===== src/rtl/nmr_pulse_gate_generator.sv =====
// NMR pulse gate generator: turns a trigger edge into a gated
// square-wave burst for the DAC formatter (genclk + enable).
module nmr_pulse_gate_generator #(
  parameter int CNTR_WIDTH  = 32,
  parameter int CYCLE_WIDTH = 16
) (
  input  logic                   aclk,
  input  logic                   aresetn,
  input  logic                   trigger,
  input  logic                   abort,
  input  logic [CNTR_WIDTH-1:0]  cfg_half_period,
  input  logic [CYCLE_WIDTH-1:0] cfg_cycles,
  input  logic                   cfg_continuous,
  output logic                   genclk,
  output logic                   enable,
  output logic                   busy,
  output logic                   done
);

  typedef enum logic {
    IDLE = 1'b0,
    RUN  = 1'b1
  } state_t;

  state_t                 state_q, state_d;
  logic                   trig_q;
  logic [CNTR_WIDTH-1:0]  hp_q, hp_d;
  logic [CYCLE_WIDTH-1:0] n_q, n_d;
  logic                   cont_q, cont_d;
  logic [CNTR_WIDTH-1:0]  half_q, half_d;
  logic [CYCLE_WIDTH-1:0] per_q, per_d;
  logic                   genclk_d;
  logic                   enable_d;
  logic                   busy_d;
  logic                   done_d;

  logic                   start_evt;
  logic                   start_ok;
  logic                   half_last;
  logic [CYCLE_WIDTH-1:0] per_inc;
  logic [CNTR_WIDTH-1:0]  hp_m1;

  assign start_evt = trigger & ~trig_q;
  assign start_ok  = start_evt
                   & (cfg_half_period != '0)
                   & ~abort
                   & (cfg_continuous | (cfg_cycles != '0));
  // hp_q is never zero in RUN, so hp_q-1 cannot wrap
  assign hp_m1     = hp_q - 1'b1;
  assign half_last = (half_q == hp_m1);
  assign per_inc   = per_q + 1'b1;

  // state, config latches, counters and registered outputs
  always_ff @(posedge aclk) begin
    if (!aresetn) begin
      state_q <= IDLE;
      trig_q  <= 1'b1;
      hp_q    <= '0;
      n_q     <= '0;
      cont_q  <= 1'b0;
      half_q  <= '0;
      per_q   <= '0;
      genclk  <= 1'b0;
      enable  <= 1'b0;
      busy    <= 1'b0;
      done    <= 1'b0;
    end else begin
      state_q <= state_d;
      trig_q  <= trigger;
      hp_q    <= hp_d;
      n_q     <= n_d;
      cont_q  <= cont_d;
      half_q  <= half_d;
      per_q   <= per_d;
      genclk  <= genclk_d;
      enable  <= enable_d;
      busy    <= busy_d;
      done    <= done_d;
    end
  end

  // next-state, counter and output decode
  always_comb begin
    state_d  = state_q;
    hp_d     = hp_q;
    n_d      = n_q;
    cont_d   = cont_q;
    half_d   = half_q;
    per_d    = per_q;
    genclk_d = genclk;
    enable_d = enable;
    busy_d   = busy;
    done_d   = 1'b0;
    unique case (state_q)
      IDLE: begin
        if (start_ok) begin
          state_d  = RUN;
          hp_d     = cfg_half_period;
          n_d      = cfg_cycles;
          cont_d   = cfg_continuous;
          half_d   = '0;
          per_d    = '0;
          genclk_d = 1'b1;
          enable_d = 1'b1;
          busy_d   = 1'b1;
        end
      end
      RUN: begin
        if (abort) begin
          state_d  = IDLE;
          half_d   = '0;
          per_d    = '0;
          genclk_d = 1'b0;
          enable_d = 1'b0;
          busy_d   = 1'b0;
        end else if (!half_last) begin
          half_d = half_q + 1'b1;
        end else begin
          half_d = '0;
          if (genclk) begin
            genclk_d = 1'b0;
          end else if (!cont_q && per_inc == n_q) begin
            state_d  = IDLE;
            per_d    = '0;
            genclk_d = 1'b0;
            enable_d = 1'b0;
            busy_d   = 1'b0;
            done_d   = 1'b1;
          end else begin
            per_d    = per_inc;
            genclk_d = 1'b1;
          end
        end
      end
      default: state_d = IDLE;
    endcase
  end

endmodule


===== config.mk =====
export PLATFORM = sky130hd
export DESIGN_NAME = nmr_pulse_gate_generator
export DESIGN_NICKNAME = d
export VERILOG_FILES = /design/src/rtl/nmr_pulse_gate_generator.sv
export SDC_FILE = /design/constraint.sdc
export NUM_CORES = 1
export LEC_CHECK = 0
export ABC_AREA = 1
export CAP_MARGIN = 25
export CORE_MARGIN = 1
export CORE_UTILIZATION = 63
export DETAILED_ROUTE_END_ITERATION = 16
export MAX_ROUTING_LAYER = met4
export PLACE_DENSITY = 0.92
export SYNTH_ARGS = -nofsm -noshare
export SYNTH_HDL_FRONTEND = slang
export SYNTH_SLANG_ARGS = --single-unit

===== constraint.sdc =====
create_clock -name aclk -period 5.1 [get_ports aclk]
set_input_delay 1.02 -clock aclk [delete_from_list [all_inputs] [get_ports aclk]]
set_output_delay 1.02 -clock aclk [all_outputs]
set_load 0.01 [all_outputs]

==> results of run 1 <==
[final timing paths]
path | from | end | slack (ns) | depth (start not counted)
hold / removal | n_q[14]$_SDFFE_PN0P_ | n_q[14]$_SDFFE_PN0P_ | 0.48 | 2
setup / recovery | abort | per_q[3]$_SDFFE_PN0P_ | 1.53 | 11
setup reg to reg | hp_q[0]$_SDFFE_PN0P_ | half_q[5]$_SDFFE_PN0P_ | 2.01 | 16
hold reg to reg | n_q[14]$_SDFFE_PN0P_ | n_q[14]$_SDFFE_PN0P_ | 0.48 | 2
[cell usage after synthesis (5+ instances only)]
cell type    n  area share, %
nand2_1    251             14
nor2_1     198             11
dfxtp_1    102             31
inv_1       95            5.4
nand3_1     61            4.6
o21ai_0     54            4.1
xor2_1      41            5.4
a21oi_1     36            2.7
nand4_1     29            2.7
nor3_1      19            1.4
nor2_2      18            1.7
xnor2_1     18            2.4
clkbuf_1    16           0.91
nor4_1      12            1.1
a21oi_2     10            1.3
nand2_2     10           0.95
nand3b_1     9            1.0
nor2_4       5           0.85
[stage by stage]
| stage | area [um^2] | total power, mW |
|---|---|---|
| 6_report | 7386 | 1.703 |
| 4_1_cts | 7383 | 1.699 |
| 3_3_place_gp | 7216 | 1.241 |
| 2_1_floorplan | 6611 | 1.129 |
| 3_5_place_dp | 7216 | 1.246 |
| 5_1_grt | 7386 | 1.785 |
[registers in the layout, summed over array words and instances, names as in the netlist]
| register | flops |
|---|---|
| half_q | 32 |
| done | 1 |
| trig_q | 1 |
| per_q | 16 |
| genclk | 1 |
| busy | 1 |
| n_q | 16 |
| cont_q | 1 |
| hp_q | 32 |
| state_q | 1 |
[logic make-up after synthesis]
logic type	Yosys count
buffers and inverters	123
adders and majority gates	3
DFF	102
AOI/OAI and AO/OA	115
and+or+nand+nor	632
xor gates and xnor gates	60
[cell type report]
class | instances | area, um^2
sequential | 102 | 2042
inverter | 96 | 360.3
multi-input combinational | 810 | 4050
tap | 136 | 170.2
clock inverter | 1 | 5.005
clock buffer | 14 | 162.7
fill | 884 | 2845
timing repair buffer | 61 | 593.1
antenna | 1 | 2.502
[power groups by stage]
stage	clock [mW]	combinational [mW]	sequential (mW)
after detailed placement	0	0.398	0.848
after CTS	0.470	0.400	0.829
after global routing	0.500	0.452	0.832
after floorplan	0	0.286	0.843
final	0.465	0.408	0.830
after global placement	0	0.394	0.848
[worst max-delay path, delay by kind of cell]
| family | cells | cell delay [ns] |
|---|---|---|
| AND/OR/NAND/NOR | 7 | 1.83 |
| buffers and inverters | 3 | 0.87 |
| AO/OA/AOI/OAI | 1 | 0.09 |
[per-layer routing]
layer / up-vias / global-route usage [%] / wire length [um]
li1: 3399 / - / -
met1: 3044 / 43.41 / 7708
met2: 292 / 52.93 / 7754
met3: 51 / 5.451 / 1372
met4: 0 / 12.65 / 482
met5: - / - / 0
==> run_results.csv, run 1 <==
group,metric,value,unit
timing,rsz0062_at_grt,"false",
timing,skew,0.01113,ns
power_and_ir_drop,vdd_ir_drop_max,124.5,uV
worst_setup_path,startpoint_type,"input pin",
power_and_ir_drop,p_switching,0.5344,mW
min_path,min_path_type,"reg -> reg",
power_and_ir_drop,power_density,230.5,nW/um^2
route,avgViaCountPerCell,5.558,
power_and_ir_drop,seqPwrFrac,48.7,%
worst_setup_path,crit_slowest_cell,"nor2_2",
timing,relSlewSlack,41.69,%
clocking,ctsLongestPathBuffers,2,
worst_setup_path,cp_slowest_stage_delay,0.70,ns
placed_design,post-place-cells,1205,
worst_setup_path,required,5.36,ns
synthesis,synth.cell_area,6611,um^2
synthesis,synth_ff_type,"dfxtp_1",
power_and_ir_drop,power.internal,1.168,mW
clocking,clk_pin_slew,0.09,ns
layout,finalNonFillerCells,1221,
clocking,clk-insertion-delay-late,0.37,ns
synthesis,syn_avg_cell_area,6.388,um^2
route,drt_iter0_markers,557,
synthesis,synthSimpleGateAreaFrac,42.88,%
worst_setup_path,critPathArrivalTime,3.83,ns
clocking,root_buffer,"clkbuf_8",
worst_setup_path,critPathMaxFanout,19,
floorplan,die_y,104.4,um
synthesis,synthMuxAreaShare,0,%
synthesis,synth_nets,1091,
timing,fin_hold_ws,0.4768,ns
synthesis,yosysWarnings,0,
route,drc,0,
global_route,grt_pass1_wl,28620,um
synthesis,synthArstFlopShare,0,%
worst_setup_path,critical_path_class,"in -> reg",
timing,fin_crit_sh,70.02,%
synthesis,synthXorXnorAreaFrac,8.062,%
power_and_ir_drop,pwr-share-clk,27.3,%
layout,final_common_cell,"nand2_1",
route,drtAntennaViolNets,0,
synthesis,synth_seq_cells,102,
floorplan,core,10230,um^2
timing,setup_violations,0,
power_and_ir_drop,p_leak,3.169,nW
global_route,grt_use_total,33.66,%
layout,final_cell_mix,"nand2_1, nor2_1, dfxtp_1",
clocking,cts_tree,"built",
synthesis,synth_top_family_by_area,"simple AND/OR/NAND/NOR gates",
timing,fmax,0.2800,GHz
global_route,grt_max_degree,57,
power_and_ir_drop,combPwrFrac,24.0,%
worst_setup_path,path_cells,"clkdlybuf4s50_1 > nor3_1 > and2_1 > nand2_1 > nand2_1 > buf_4 > inv_1 > nor2_2 > nand3_4 > nand2_4 > a21oi_1",
clocking,post_cts_buffers,0,
synthesis,syn-instance-count,1035,
floorplan,fp.dieW,104.4,um
layout,postLayoutCoreUtil,72.19,%
placed_design,dpl.hpwl,13440,um
global_route,antenna_found_initial,1,
power_and_ir_drop,netSwitchingFraction,31.39,%
clocking,cts_buffers,9,
job,drv_cap,0,
route,route.vias.total,6786,
floorplan,fp-row-count,37,
worst_setup_path,worstSetupEndpointType,"flop",
global_route,grt_pass1_vias,6158,
floorplan,dieArea,10910,um^2
floorplan,io_pins,57,
timing,maxSlewViolCount,0,
synthesis,synthDistinctLibCells,45,
timing,fin_tns_setup,0,ns
floorplan,start_util,64.62,%
layout,syn_to_final_growth,11.71,%
timing,fin_crit,3.571,ns
synthesis,synthAdderAreaFrac,0.5678,%
clocking,cts_resized,0,
clocking,htree_levels,3,
placed_design,io_buffer_count,56,
clocking,cts_hold_buf,0,
global_route,grt-ovfl-total,0,
route,drt_wl_total,17320,um
synthesis,synth_edf_count,0,
route,dr.pass1.iters,7,
clocking,clock-sinks,102,
route,wl_per_cell,14.18,um
timing,final-hold-violation-count,0,
synthesis,yosysSeqAreaShare,30.89,%
layout,layout.nets,1136,
timing,tightest_slew,0.8746,ns
worst_setup_path,crit_top_cell,"nand2_1",
synthesis,synth_compound_area_share,9.746,%
layout,drive_above_1_share,6.919,%
placed_design,gp_congestion,0.9822,
timing,worst_slack,1.529,ns
status,status,"finished clean",
placed_design,pre_cts_ws,1.263,ns
No activity file was read; power rests on OpenSTA's default activity.
==> run 2: changes to the inputs <==
Settings changed: CORE_UTILIZATION 63 to 59, PLACE_DENSITY 0.92 to 0.87.
Clock period 5.1 ns to 3.3 ns, I/O delays scaled along.
==> run_results.csv, run 2 (synthesized netlist as in run 1, its figures left out) <==
group,metric,value,unit
route,drt_wl_total,17070,um
power_and_ir_drop,pwr-share-clk,30.6,%
clocking,cts_buffers,9,
timing,fin_crit,2.770,ns
power_and_ir_drop,power_density,368.4,nW/um^2
clocking,cts_hold_buf,0,
power_and_ir_drop,p_switching,0.8372,mW
timing,relSlewSlack,40.29,%
global_route,grt_pass1_vias,6047,
layout,syn_to_final_growth,13.04,%
layout,layout.nets,1141,
route,dr.pass1.iters,5,
route,avgViaCountPerCell,5.430,
worst_setup_path,startpoint_type,"flop",
global_route,top_usage_layer,"met2",
floorplan,core,10890,um^2
clocking,clk-insertion-delay-late,0.39,ns
placed_design,dpl.hpwl,13440,um
layout,finalNonFillerCells,1229,
clocking,clk_pin_slew,0.09,ns
placed_design,gp_congestion,0.9555,
route,drc,0,
worst_setup_path,critical_path_class,"reg -> reg",
global_route,grt-ovfl-total,0,
global_route,antenna_found_initial,0,
placed_design,post-place-cells,1214,
power_and_ir_drop,power.internal,1.916,mW
power_and_ir_drop,p_leak,3.219,nW
layout,final_cell_mix,"nand2_1, nor2_1, dfxtp_1",
global_route,grtUsageMet3,6.538,%
global_route,grt_use_total,31.96,%
floorplan,start_util,60.72,%
global_route,use_met1,41.42,%
layout,final_common_cell,"nand2_1",
power_and_ir_drop,vdd_ir_drop_max,432.5,uV
clocking,htree_levels,3,
status,status,"finished clean",
placed_design,io_buffer_count,56,
timing,rsz0062_at_grt,"false",
route,drtAntennaViolNets,0,
clocking,ctsLongestPathBuffers,2,
floorplan,dieArea,11630,um^2
clocking,post_cts_buffers,0,
worst_setup_path,critPathMaxFanout,19,
power_and_ir_drop,netSwitchingFraction,30.41,%
global_route,grt_max_degree,57,
clocking,clock-sinks,102,
timing,fmax,0.3610,GHz
layout,drive_above_1_share,7.530,%
floorplan,fp-row-count,38,
clocking,cts_tree,"built",
route,wl_per_cell,13.89,um
power_and_ir_drop,combPwrFrac,22.8,%
layout,largestRegisters,"half_q: 32 flops, hp_q: 32 flops",
timing,maxSlewViolCount,0,
worst_setup_path,reg2reg_setup_slack,0.53,ns
timing,setup_violations,0,
timing,skew,0.01360,ns
worst_setup_path,critPathArrivalTime,3.04,ns
route,route.vias.total,6674,
job,drv_cap,0,
floorplan,fp.dieW,107.9,um
timing,fin_crit_sh,83.94,%
global_route,grt_pass1_wl,28250,um
route,drt_iter0_markers,492,
worst_setup_path,required,3.57,ns
timing,fin_tns_setup,0,ns
min_path,min_path_type,"reg -> reg",
floorplan,die_y,107.9,um
power_and_ir_drop,seqPwrFrac,46.6,%
clocking,root_buffer,"clkbuf_8",
timing,tightest_slew,0.8957,ns
timing,final-hold-violation-count,0,
layout,diodes,0,
worst_setup_path,worstSetupEndpointType,"flop",
global_route,use_met2,50.18,%
clocking,cts_resized,0,
floorplan,io_pins,57,
==> run 2: layer usage <==
metal,part of all wire [%],vias up,routed length (um)
met5,0,-,0
met4,1.6,0,269
met3,6.6,27,1132
met2,46,218,7826
met1,46,3003,7841
li1,-,3426,-
==> run 2: layout make-up <==
| class | count | area (um^2) |
|---|---|---|
| clock buffer | 10 | 127.6 |
| clock inverter | 5 | 75.07 |
| fill | 950 | 3415 |
| inverter | 96 | 360.3 |
| multi-input combinational | 810 | 4050 |
| sequential | 102 | 2042 |
| tap | 140 | 175.2 |
| timing repair buffer | 66 | 643.1 |
==> run 2: critical path, cell delays in order (launching register included) <==
cell,delay [ns]
dfxtp_1,0.31
inv_1,0.12
ha_1,0.25
nand2_2,0.14
nor2_2,0.21
nand2_2,0.13
xor2_1,0.26
nand2_1,0.08
nor2_1,0.10
nand2_1,0.07
nor2_2,0.12
nand3_2,0.11
nand2_2,0.08
buf_4,0.25
nand3_4,0.11
nand2_4,0.24
a21oi_1,0.07
==> run 2: path summary, 6_finish.rpt <==
kind	startpoint	to	depth (start not counted)
min reg2reg	n_q[15]$_SDFFE_PN0P_	n_q[15]$_SDFFE_PN0P_	2
max	hp_q[0]$_SDFFE_PN0P_	per_q[0]$_SDFFE_PN0P_	16
max reg2reg	hp_q[0]$_SDFFE_PN0P_	per_q[0]$_SDFFE_PN0P_	16
min	n_q[15]$_SDFFE_PN0P_	n_q[15]$_SDFFE_PN0P_	2
==> run 2: metrics by stage <==
stage / util (%) / total power, mW / hold slack, ns / instance area (um^2) / setup WS, ns
finish: 68.64 / 2.753 / 0.4746 / 7473 / 0.5299
global route: 68.64 / 2.889 / 0.4885 / 7473 / 0.2481
CTS: 68.64 / 2.759 / 0.4767 / 7473 / 0.5710
detailed placement: 66.78 / 1.925 / 0.4641 / 7271 / 0.1931
global placement: 66.78 / 1.919 / 0.4583 / 7271 / 0.2093
floorplan: - / 1.746 / 0.4431 / 6611 / 1.091
==> run 2: power groups by stage <==
| stage | clock network [mW] | logic, mW | registers [mW] |
|---|---|---|---|
| after CTS | 0.859 | 0.618 | 1.28 |
| after global placement | 0 | 0.610 | 1.31 |
| after global routing | 0.905 | 0.698 | 1.29 |
| final | 0.842 | 0.629 | 1.28 |
| after detailed placement | 0 | 0.615 | 1.31 |
| after floorplan | 0 | 0.442 | 1.30 |
==> run 3: changes to the inputs <==
Settings changed: CORE_UTILIZATION 59 to 53, PLACE_DENSITY 0.87 to 0.83.
Clock period 3.3 ns to 2.3 ns, I/O delays scaled along.
==> run_results.csv, run 3 (synthesized netlist as in run 1, its figures left out) <==
group,metric,value,unit
worst_setup_path,r2r_start,"hp_q[4]$_SDFFE_PN0P_",
status,status,"complete, but fails checks",
power_and_ir_drop,vdd_ir_drop_max,634.7,uV
placed_design,io_buffer_count,56,
global_route,grt_pass1_vias,7072,
route,drt_wl_total,21820,um
route,drtAntennaViolNets,0,
route,avgViaCountPerCell,5.566,
layout,diodes,0,
route,dr.pass1.iters,6,
worst_setup_path,startpoint_type,"flop",
power_and_ir_drop,power_density,515.7,nW/um^2
power_and_ir_drop,p_leak,4.005,nW
timing,fin_crit_sh,104.5,%
global_route,grt_max_degree,36,
route,drt_iter0_markers,820,
clocking,ctsLongestPathBuffers,2,
floorplan,die_y,113.7,um
timing,rsz0062_at_grt,"true",
route,route.vias.total,7681,
route,wl_per_cell,15.81,um
worst_setup_path,critPathArrivalTime,2.65,ns
timing,skew,0.008671,ns
timing,fmax,0.4162,GHz
global_route,grt_pass1_wl,33910,um
min_path,min_path_type,"reg -> reg",
status,failed_checks,"negative setup slack",
worst_setup_path,worstSetupEndpointType,"flop",
worst_setup_path,reg2reg_setup_slack,-0.10,ns
global_route,grt_use_total,34.29,%
floorplan,io_pins,57,
timing,fin_hold_ws,0.4677,ns
timing,maxSlewViolCount,0,
floorplan,core,12060,um^2
layout,fillers,869,
timing,relSlewSlack,43.94,%
placed_design,pre_cts_ws,-0.6154,ns
worst_setup_path,rr_worst_depth,16,
clocking,cts_tree,"built",
route,drc,0,
worst_setup_path,required,2.55,ns
global_route,grt-ovfl-total,0,
layout,final_common_cell,"nand2_1",
timing,tightest_slew,0.8410,ns
clocking,cts_buffers,9,
clocking,root_buffer,"clkbuf_16",
floorplan,fp.dieW,113.7,um
timing,final-hold-violation-count,0,
layout,largestRegisters,"half_q: 32 flops, hp_q: 32 flops",
floorplan,dieArea,12930,um^2
global_route,antenna_found_initial,0,
worst_setup_path,critical_path_class,"reg -> reg",
floorplan,start_util,54.81,%
min_path,min_to,"n_q[0]$_SDFFE_PN0P_",
layout,syn_to_final_growth,37.02,%
layout,layout.nets,1263,
layout,final_cell_mix,"nand2_1, nor2_1, buf_4",
floorplan,fp-row-count,40,
min_path,min_from,"n_q[0]$_SDFFE_PN0P_",
layout,drive_above_1_share,22.11,%
clocking,clock-sinks,102,
worst_setup_path,r2r_end,"per_q[5]$_SDFFE_PN0P_",
job,drv_cap,0,
placed_design,gp_congestion,1.034,
worst_setup_path,critPathMaxFanout,8,
min_path,holdPathStages,2,
clocking,clk-insertion-delay-late,0.36,ns
timing,worst_slack,-0.1028,ns
placed_design,dpl.hpwl,14740,um
timing,fin_crit,2.403,ns
clocking,htree_levels,3,
clocking,clk_pin_slew,0.07,ns
timing,setup_violations,49,
[run 3: changes by cell type in the layout (fill, tap and decap cells not counted), moves of 8 or more]
| cell | before | now |
|---|---|---|
| nand2_1 | 251 | 238 |
| buf_4 | 9 | 109 |
| nor2_1 | 198 | 174 |
| nand2_4 | 2 | 10 |
| dfxtp_1 | 102 | 92 |
| clkbuf_16 | 0 | 12 |
| buf_6 | 0 | 9 |
| dfxtp_2 | 0 | 10 |
| clkbuf_8 | 9 | 1 |
| nor2_4 | 5 | 19 |
| nor2_2 | 18 | 28 |
[run 3: layout make-up]
class	instances	area, um^2	area share, %
Clock buffer	13	250.2	2.762
Clock inverter	3	43.79	0.4834
Inverter	96	360.3	3.978
Multi-Input combinational cell	811	4379	48.34
Sequential cell	102	2054	22.68
Tap cell	168	210.2	2.320
Timing Repair Buffer	187	1760	19.43
[run 3: critical path: stages, from the launching register on]
cell and delay [ns]:
dfxtp_2 0.37, nor2_4 0.16, nand2_4 0.09, nor2_8 0.17
buf_4 0.17, nand2_1 0.07, nand3_1 0.14, nand2_1 0.07
nor2_1 0.10, nand2_1 0.06, nor2_2 0.12, nand3_2 0.12
nand2_4 0.11, buf_6 0.15, nand3_4 0.15, nand2_8 0.16
a21oi_2 0.06
[run 3: how the worst max path moves through the flow]
stage	to	depth (start not counted)	startpoint
detailed placement	per_q[4]$_SDFFE_PN0P_	13	cfg_half_period[16]
floorplan	per_q[10]$_SDFFE_PN0P_	17	hp_q[0]$_SDFFE_PN0P_
CTS	per_q[5]$_SDFFE_PN0P_	16	hp_q[1]$_SDFFE_PN0P_
finish	per_q[5]$_SDFFE_PN0P_	16	hp_q[4]$_SDFFE_PN0P_
global route	per_q[5]$_SDFFE_PN0P_	15	hp_q[10]$_SDFFE_PN0P_
global placement	per_q[3]$_SDFFE_PN0P_	13	cfg_half_period[16]
[run 3: stage by stage]
stage	instances	power (mW)	area, um^2	setup TNS (ns)	util, %
after floorplan	1035	2.504	6611	0	-
after global placement	1340	2.898	8066	-34.11	66.88
after detailed placement	1340	2.915	8066	-41.75	66.88
after CTS	1365	4.544	8703	-0.2210	72.16
after global routing	1380	4.869	9059	-8.015	75.10
final	1380	4.672	9059	-3.084	75.10
[run 3: timing repair]
action                     CTS  global route
gates cloned                 4             4
hold buffers                 0             0
pin swaps                   11            23
gates resized for setup     58            58
setup buffers                7            11
setup endpoints to repair   53            98
[run 3: power by group]
| group | switching, mW | total [mW] | internal (mW) | leakage, nW |
|---|---|---|---|---|
| registers | 0.0454 | 1.85 | 1.80 | 0.830 |
| logic | 0.703 | 1.27 | 0.570 | 3.03 |
| clock network | 0.674 | 1.55 | 0.875 | 0.144 |
[run 3: layer usage]
metal	vias up	track usage (%)	routed length, um
met5	-	-	0
met4	0	11.14	796
li1	3673	-	-
met3	68	8.236	1756
met1	3577	41.62	8965
met2	363	55.98	10300
